===== config.mk =====
export PLATFORM = sky130hd
export DESIGN_NAME = pipe_hazard_ctrl
export DESIGN_NICKNAME = d
export VERILOG_FILES = /design/src/rtl/pipe_hazard_ctrl.sv
export SDC_FILE = /design/constraint.sdc
export NUM_CORES = 1
export LEC_CHECK = 0
export CAP_MARGIN = 20
export CORE_UTILIZATION = 42
export CTS_CLUSTER_DIAMETER = 120
export DETAILED_ROUTE_END_ITERATION = 8
export PLACE_DENSITY = 0.81
export SLEW_MARGIN = 20
export SYNTH_ARGS = -nofsm -noshare
export SYNTH_HDL_FRONTEND = slang
export SYNTH_SLANG_ARGS = --single-unit

===== constraint.sdc =====
create_clock -name clk -period 2.55 [get_ports clk]
set_clock_uncertainty 0.2 [all_clocks]
set_input_delay 0.765 -clock clk [delete_from_list [all_inputs] [get_ports clk]]
set_output_delay 0.765 -clock clk [all_outputs]
set_load 0.01 [all_outputs]

===== src/rtl/pipe_hazard_ctrl.sv =====
// Stall/flush controller for the 5-stage in-order pipeline: merges memory busy,
// load-use hazards and branch redirects into per-stage enable/flush strobes.
module pipe_hazard_ctrl #(
   parameter int RW = 5,
   parameter int CW = 16
) (
   input  logic          clk,
   input  logic          reset,
   input  logic          icache_busy,
   input  logic          dcache_busy,
   input  logic [RW-1:0] id_rs1,
   input  logic [RW-1:0] id_rs2,
   input  logic [RW-1:0] ex_rd,
   input  logic          ex_mem_read,
   input  logic          ex_branch_taken,
   input  logic          stat_clear,
   output logic          pc_en,
   output logic          ifid_en,
   output logic          ifid_flush,
   output logic          idex_en,
   output logic          idex_flush,
   output logic          exmem_en,
   output logic [1:0]    pipe_state,
   output logic [CW-1:0] stall_count,
   output logic [CW-1:0] flush_count
);

   typedef enum logic [1:0] {
      RUN       = 2'd0,
      MEM_STALL = 2'd1,
      LU_STALL  = 2'd2,
      REDIRECT  = 2'd3
   } state_t;

   localparam logic [CW-1:0] CNT_MAX = {CW{1'b1}};
   localparam logic [CW-1:0] CNT_ONE = {{(CW-1){1'b0}}, 1'b1};

   state_t        state_r;
   state_t        state_nxt_s;
   logic          redirect_pend_r;
   logic          redirect_pend_nxt_s;
   logic [CW-1:0] stall_count_r;
   logic [CW-1:0] flush_count_r;
   logic          mem_stall_s;
   logic          load_use_s;
   logic          redirect_s;
   logic          pc_en_s;
   logic          ifid_flush_s;
   logic          idex_flush_s;

   assign mem_stall_s  = icache_busy | dcache_busy;
   assign load_use_s   = ex_mem_read & (ex_rd != {RW{1'b0}}) &
                         ((ex_rd == id_rs1) | (ex_rd == id_rs2));
   assign redirect_s   = ex_branch_taken | redirect_pend_r;

   // A redirect squashes the hazarding instruction, so it overrides load-use.
   assign pc_en_s      = ~mem_stall_s & (redirect_s | ~load_use_s);
   assign ifid_flush_s = ~mem_stall_s & redirect_s;
   assign idex_flush_s = ~mem_stall_s & (redirect_s | load_use_s);

   assign pc_en        = pc_en_s;
   assign ifid_en      = pc_en_s;
   assign ifid_flush   = ifid_flush_s;
   assign idex_en      = ~mem_stall_s;
   assign exmem_en     = ~mem_stall_s;
   assign idex_flush   = idex_flush_s;
   assign pipe_state   = state_r;
   assign stall_count  = stall_count_r;
   assign flush_count  = flush_count_r;

   // Next-state and pending-redirect decode in mem_stall > redirect > load_use order.
   always_comb begin
      state_nxt_s         = RUN;
      redirect_pend_nxt_s = 1'b0;
      if (mem_stall_s) begin
         state_nxt_s         = MEM_STALL;
         redirect_pend_nxt_s = redirect_pend_r | ex_branch_taken;
      end else if (redirect_s) begin
         state_nxt_s = REDIRECT;
      end else if (load_use_s) begin
         state_nxt_s = LU_STALL;
      end else begin
         state_nxt_s = RUN;
      end
   end

   // State and pending-redirect registers.
   always_ff @(posedge clk or posedge reset) begin
      if (reset) begin
         state_r         <= RUN;
         redirect_pend_r <= 1'b0;
      end else begin
         state_r         <= state_nxt_s;
         redirect_pend_r <= redirect_pend_nxt_s;
      end
   end

   // Saturating statistics counters; stat_clear wins over increment.
   always_ff @(posedge clk or posedge reset) begin
      if (reset) begin
         stall_count_r <= {CW{1'b0}};
         flush_count_r <= {CW{1'b0}};
      end else if (stat_clear) begin
         stall_count_r <= {CW{1'b0}};
         flush_count_r <= {CW{1'b0}};
      end else begin
         if (!pc_en_s && (stall_count_r != CNT_MAX)) begin
            stall_count_r <= stall_count_r + CNT_ONE;
         end else begin
            stall_count_r <= stall_count_r;
         end
         if (ifid_flush_s && (flush_count_r != CNT_MAX)) begin
            flush_count_r <= flush_count_r + CNT_ONE;
         end else begin
            flush_count_r <= flush_count_r;
         end
      end
   end

endmodule


==> flow_summary.toml <==
[routing]
drt-initial-drc-count = 102
vias = 2003
drtPass1Iterations = 4
wl_mm = 5.512
wire_per_inst_um = 15.35
drtAntennaViolNets = 0
drc = 0
viasPerCell = 5.579

[global_route]
grt_max_degree = 36
grt_pass1_wl_mm = 8.873
antenna_found_initial = 0
grt_pass1_vias = 1881
overflow = 0
globalRouteTotalUtil_pct = 22.87

[synthesis]
ys_ff_latch = 35
synth_seq_area_share_pct = 44.81
yosysTopAreaCell = "dfrtp_1"
syn-instance-count = 208
syn_nets = 232
syn_avg_cell_area_um2 = 9.396
ys_warn_count = 0
yosys.area.top_type_share_pct = 44.81
synth_cell_types = 39
yosys-top-cells-area = "dfrtp_1 (45%), xnor2_1 (5.8%), a21oi_1 (5.1%), or3_1 (4.2%), nand3_1 (3.6%)"
synth_area_um2 = 1954

[critical_path]
worst_path_max_delay_cell = "or4_4"
cp_top_family = "simple AND/OR/NAND/NOR gates"
reg2reg_slack_ns = -0.06
crit_chain = "buf_8 -> or4_4 -> o21ai_4 -> nand2b_4 -> o21a_1 -> buf_2"
crit_buf_inv = 2
critPathMaxStageDelay_ns = 0.53
critPathCaptureType = "output pin"
worst-setup-path-type = "in -> out"
cp.required_ns = 1.59
worstPathMaxFanout = 2
crit_path_start_kind = "input pin"
crit_arrival_ns = 1.93

[placed_design]
hpwlAfterDp_mm = 3.396
portBuffers = 61
placedCellCount = 335
place_congestion = 0.7675
placed_area_um2 = 2755

[finish]
nets = 330
syn2layout_area_growth_pct = 59.73
layout-drive-gt1-share_pct = 27.04
final_area_um2 = 3122
instances_no_fill = 359
post-route-util_pct = 70.72
seqCellArea_um2 = 875.8
multiInputGateArea_um2 = 1091
diodes = 0
fillerInstances = 324

[clock_tree]
clk_path_buf_depth = 2
htreeDepth = 2
clkTransAtPathRegs_ns = 0.07
clk_latency_ns = 0.29
cts_made_buffers = 5
cts_tree = "yes"
cts.sinks = 35
cts-root-buf = "clkbuf_8"
ctsHoldBuffers = 0

[sta]
slew_viol_final = 0
setup_tns_ns = -3.494
rsz0062_at_grt = "true"
finalCritPeriodShare_pct = 113.6
fmax_mhz = 345.2
slew_headroom_pct = 70.14
finalHoldViolations = 0
timing.final.ws_setup_ns = -0.3470
setup_violations = 19
final.min_clock_period_ns = 2.897
worstMarginPinSlew_ns = 0.4479

[job]
cap_violations = 0

[pwr]
p_per_area_nw_per_um2 = 399.4
pwr-share-comb_pct = 18.4
peakVddDrop_v = 0.0002931
power_mw = 1.247
p_clk_share_pct = 35.7
p_switching_uw = 309.0
power_frac_seq_pct = 45.9
leakage_nw = 1.262
p_int_uw = 938.0
switching_share_pct = 24.78

[floorplanning]
ios = 62
die_area_um2 = 4930
start_util_pct = 44.27
die_w_um = 70.22
dieHeight_um = 70.22
rows = 24
coreArea_um2 = 4414

[run_status]
failed_checks = "setup timing"
status = "finished, violations left"

[hold_path]
min_path_type = "reg -> reg"
## metal layers
| layer | global-route usage, % | vias up | part of all wire [%] |
|---|---|---|---|
| met2 | 36.22 | 64 | 49 |
| met4 | 7.556 | 0 | 0.96 |
| li1 | - | 955 | - |
| met5 | 0 | - | 0 |
| met3 | 5.051 | 6 | 5.5 |
| met1 | 31.09 | 978 | 44 |
## logic make-up after synthesis
family,Yosys count,share of synthesized area (%)
mux,2,1.024
simple gates,83,23.24
fa+ha+maj,2,1.280
buf+inv,16,5.185
compound gates,51,15.94
flops,35,44.81
xor+xnor,19,8.515
## through the flow
stage,setup slack [ns],hold WS (ns)
2_1_floorplan,-0.2783,0.2554
3_3_place_gp,-1.119,0.3571
6_report,-0.3470,0.3795
4_1_cts,-0.3995,0.3806
5_1_grt,-0.4077,0.4047
3_5_place_dp,-1.151,0.3577
## state kept, by name, indices dropped and copies added (netlist names)
name             count
flush_count         16
stall_count         16
pipe_state           2
redirect_pend_r      1
## cells in the final DEF, fill, tap and decap left out, drive strengths merged, types with 8 or more instances in the layout
cell,Yosys,routed
a21oi,21,21
buf,6,50
clkbuf,4,8
clkdlybuf4s15,0,8
clkdlybuf4s50,0,36
dfrtp,35,35
nand2,13,13
nand3,14,14
nor2,17,17
o21ai,15,15
or3,15,15
xnor2,13,13
## final timing paths
check,from,to,cells past startpoint
max,ex_rd[3],pc_en,6
min,stall_count[14]$_DFFE_PP0P_,stall_count[14]$_DFFE_PP0P_,2
max reg2reg,stall_count[0]$_DFFE_PP0P_,stall_count[13]$_DFFE_PP0P_,9
min reg2reg,stall_count[14]$_DFFE_PP0P_,stall_count[14]$_DFFE_PP0P_,2
max in group asynchronous,reset,stall_count[9]$_DFFE_PP0P_,3
min in group asynchronous,reset,pipe_state[1]$_DFF_PP0_,3
## what timing repair did
action,CTS,global route
setup buffers,16,3
resized for setup,96,19
cloned,1,0
setup endpoints to repair,27,26
pin swaps,29,14
## worst min-delay path: stages (launching register included)
cell and delay [ns]:
dfrtp_1 0.41, o31ai_1 0.08, a21oi_1 0.06
## synthesized netlist by cell type, drive strengths merged
cell and number:
a21boi 1, nor3 1, ha 2, nor2 17, o21ai 15, mux2i 2, and3 3, a31oi 1
nand2b 1, clkbuf 4, o22ai 1, nand4 6, nor4 1, a311oi 1, and4 4, buf 6
or4 7, nand3 14, o31ai 6, or3 15, and2 1, o21ba 1, inv 6, o31a 1
o2111ai 1, xor2 6, xnor2 13, a21oi 21, dfrtp 35, o21a 2, nand2 13
## power groups by stage
stage                     sequential [mW]  clock (mW)  combinational (mW)
after floorplan                     0.588           0              0.0781
after global placement              0.581           0               0.186
after detailed placement            0.581           0               0.189
after CTS                           0.572       0.456               0.221
after global routing                0.572       0.485               0.245
final                               0.572       0.446               0.229
## cell type report
type / instances / share of cell area, %
multi-input cells: 157 / 34.95
well taps: 52 / 2.084
clock buffers: 8 / 3.206
repair buffers: 101 / 30.98
flip-flops and latches: 35 / 28.06
inverters: 6 / 0.7214
(Power assumes the default switching activity.)
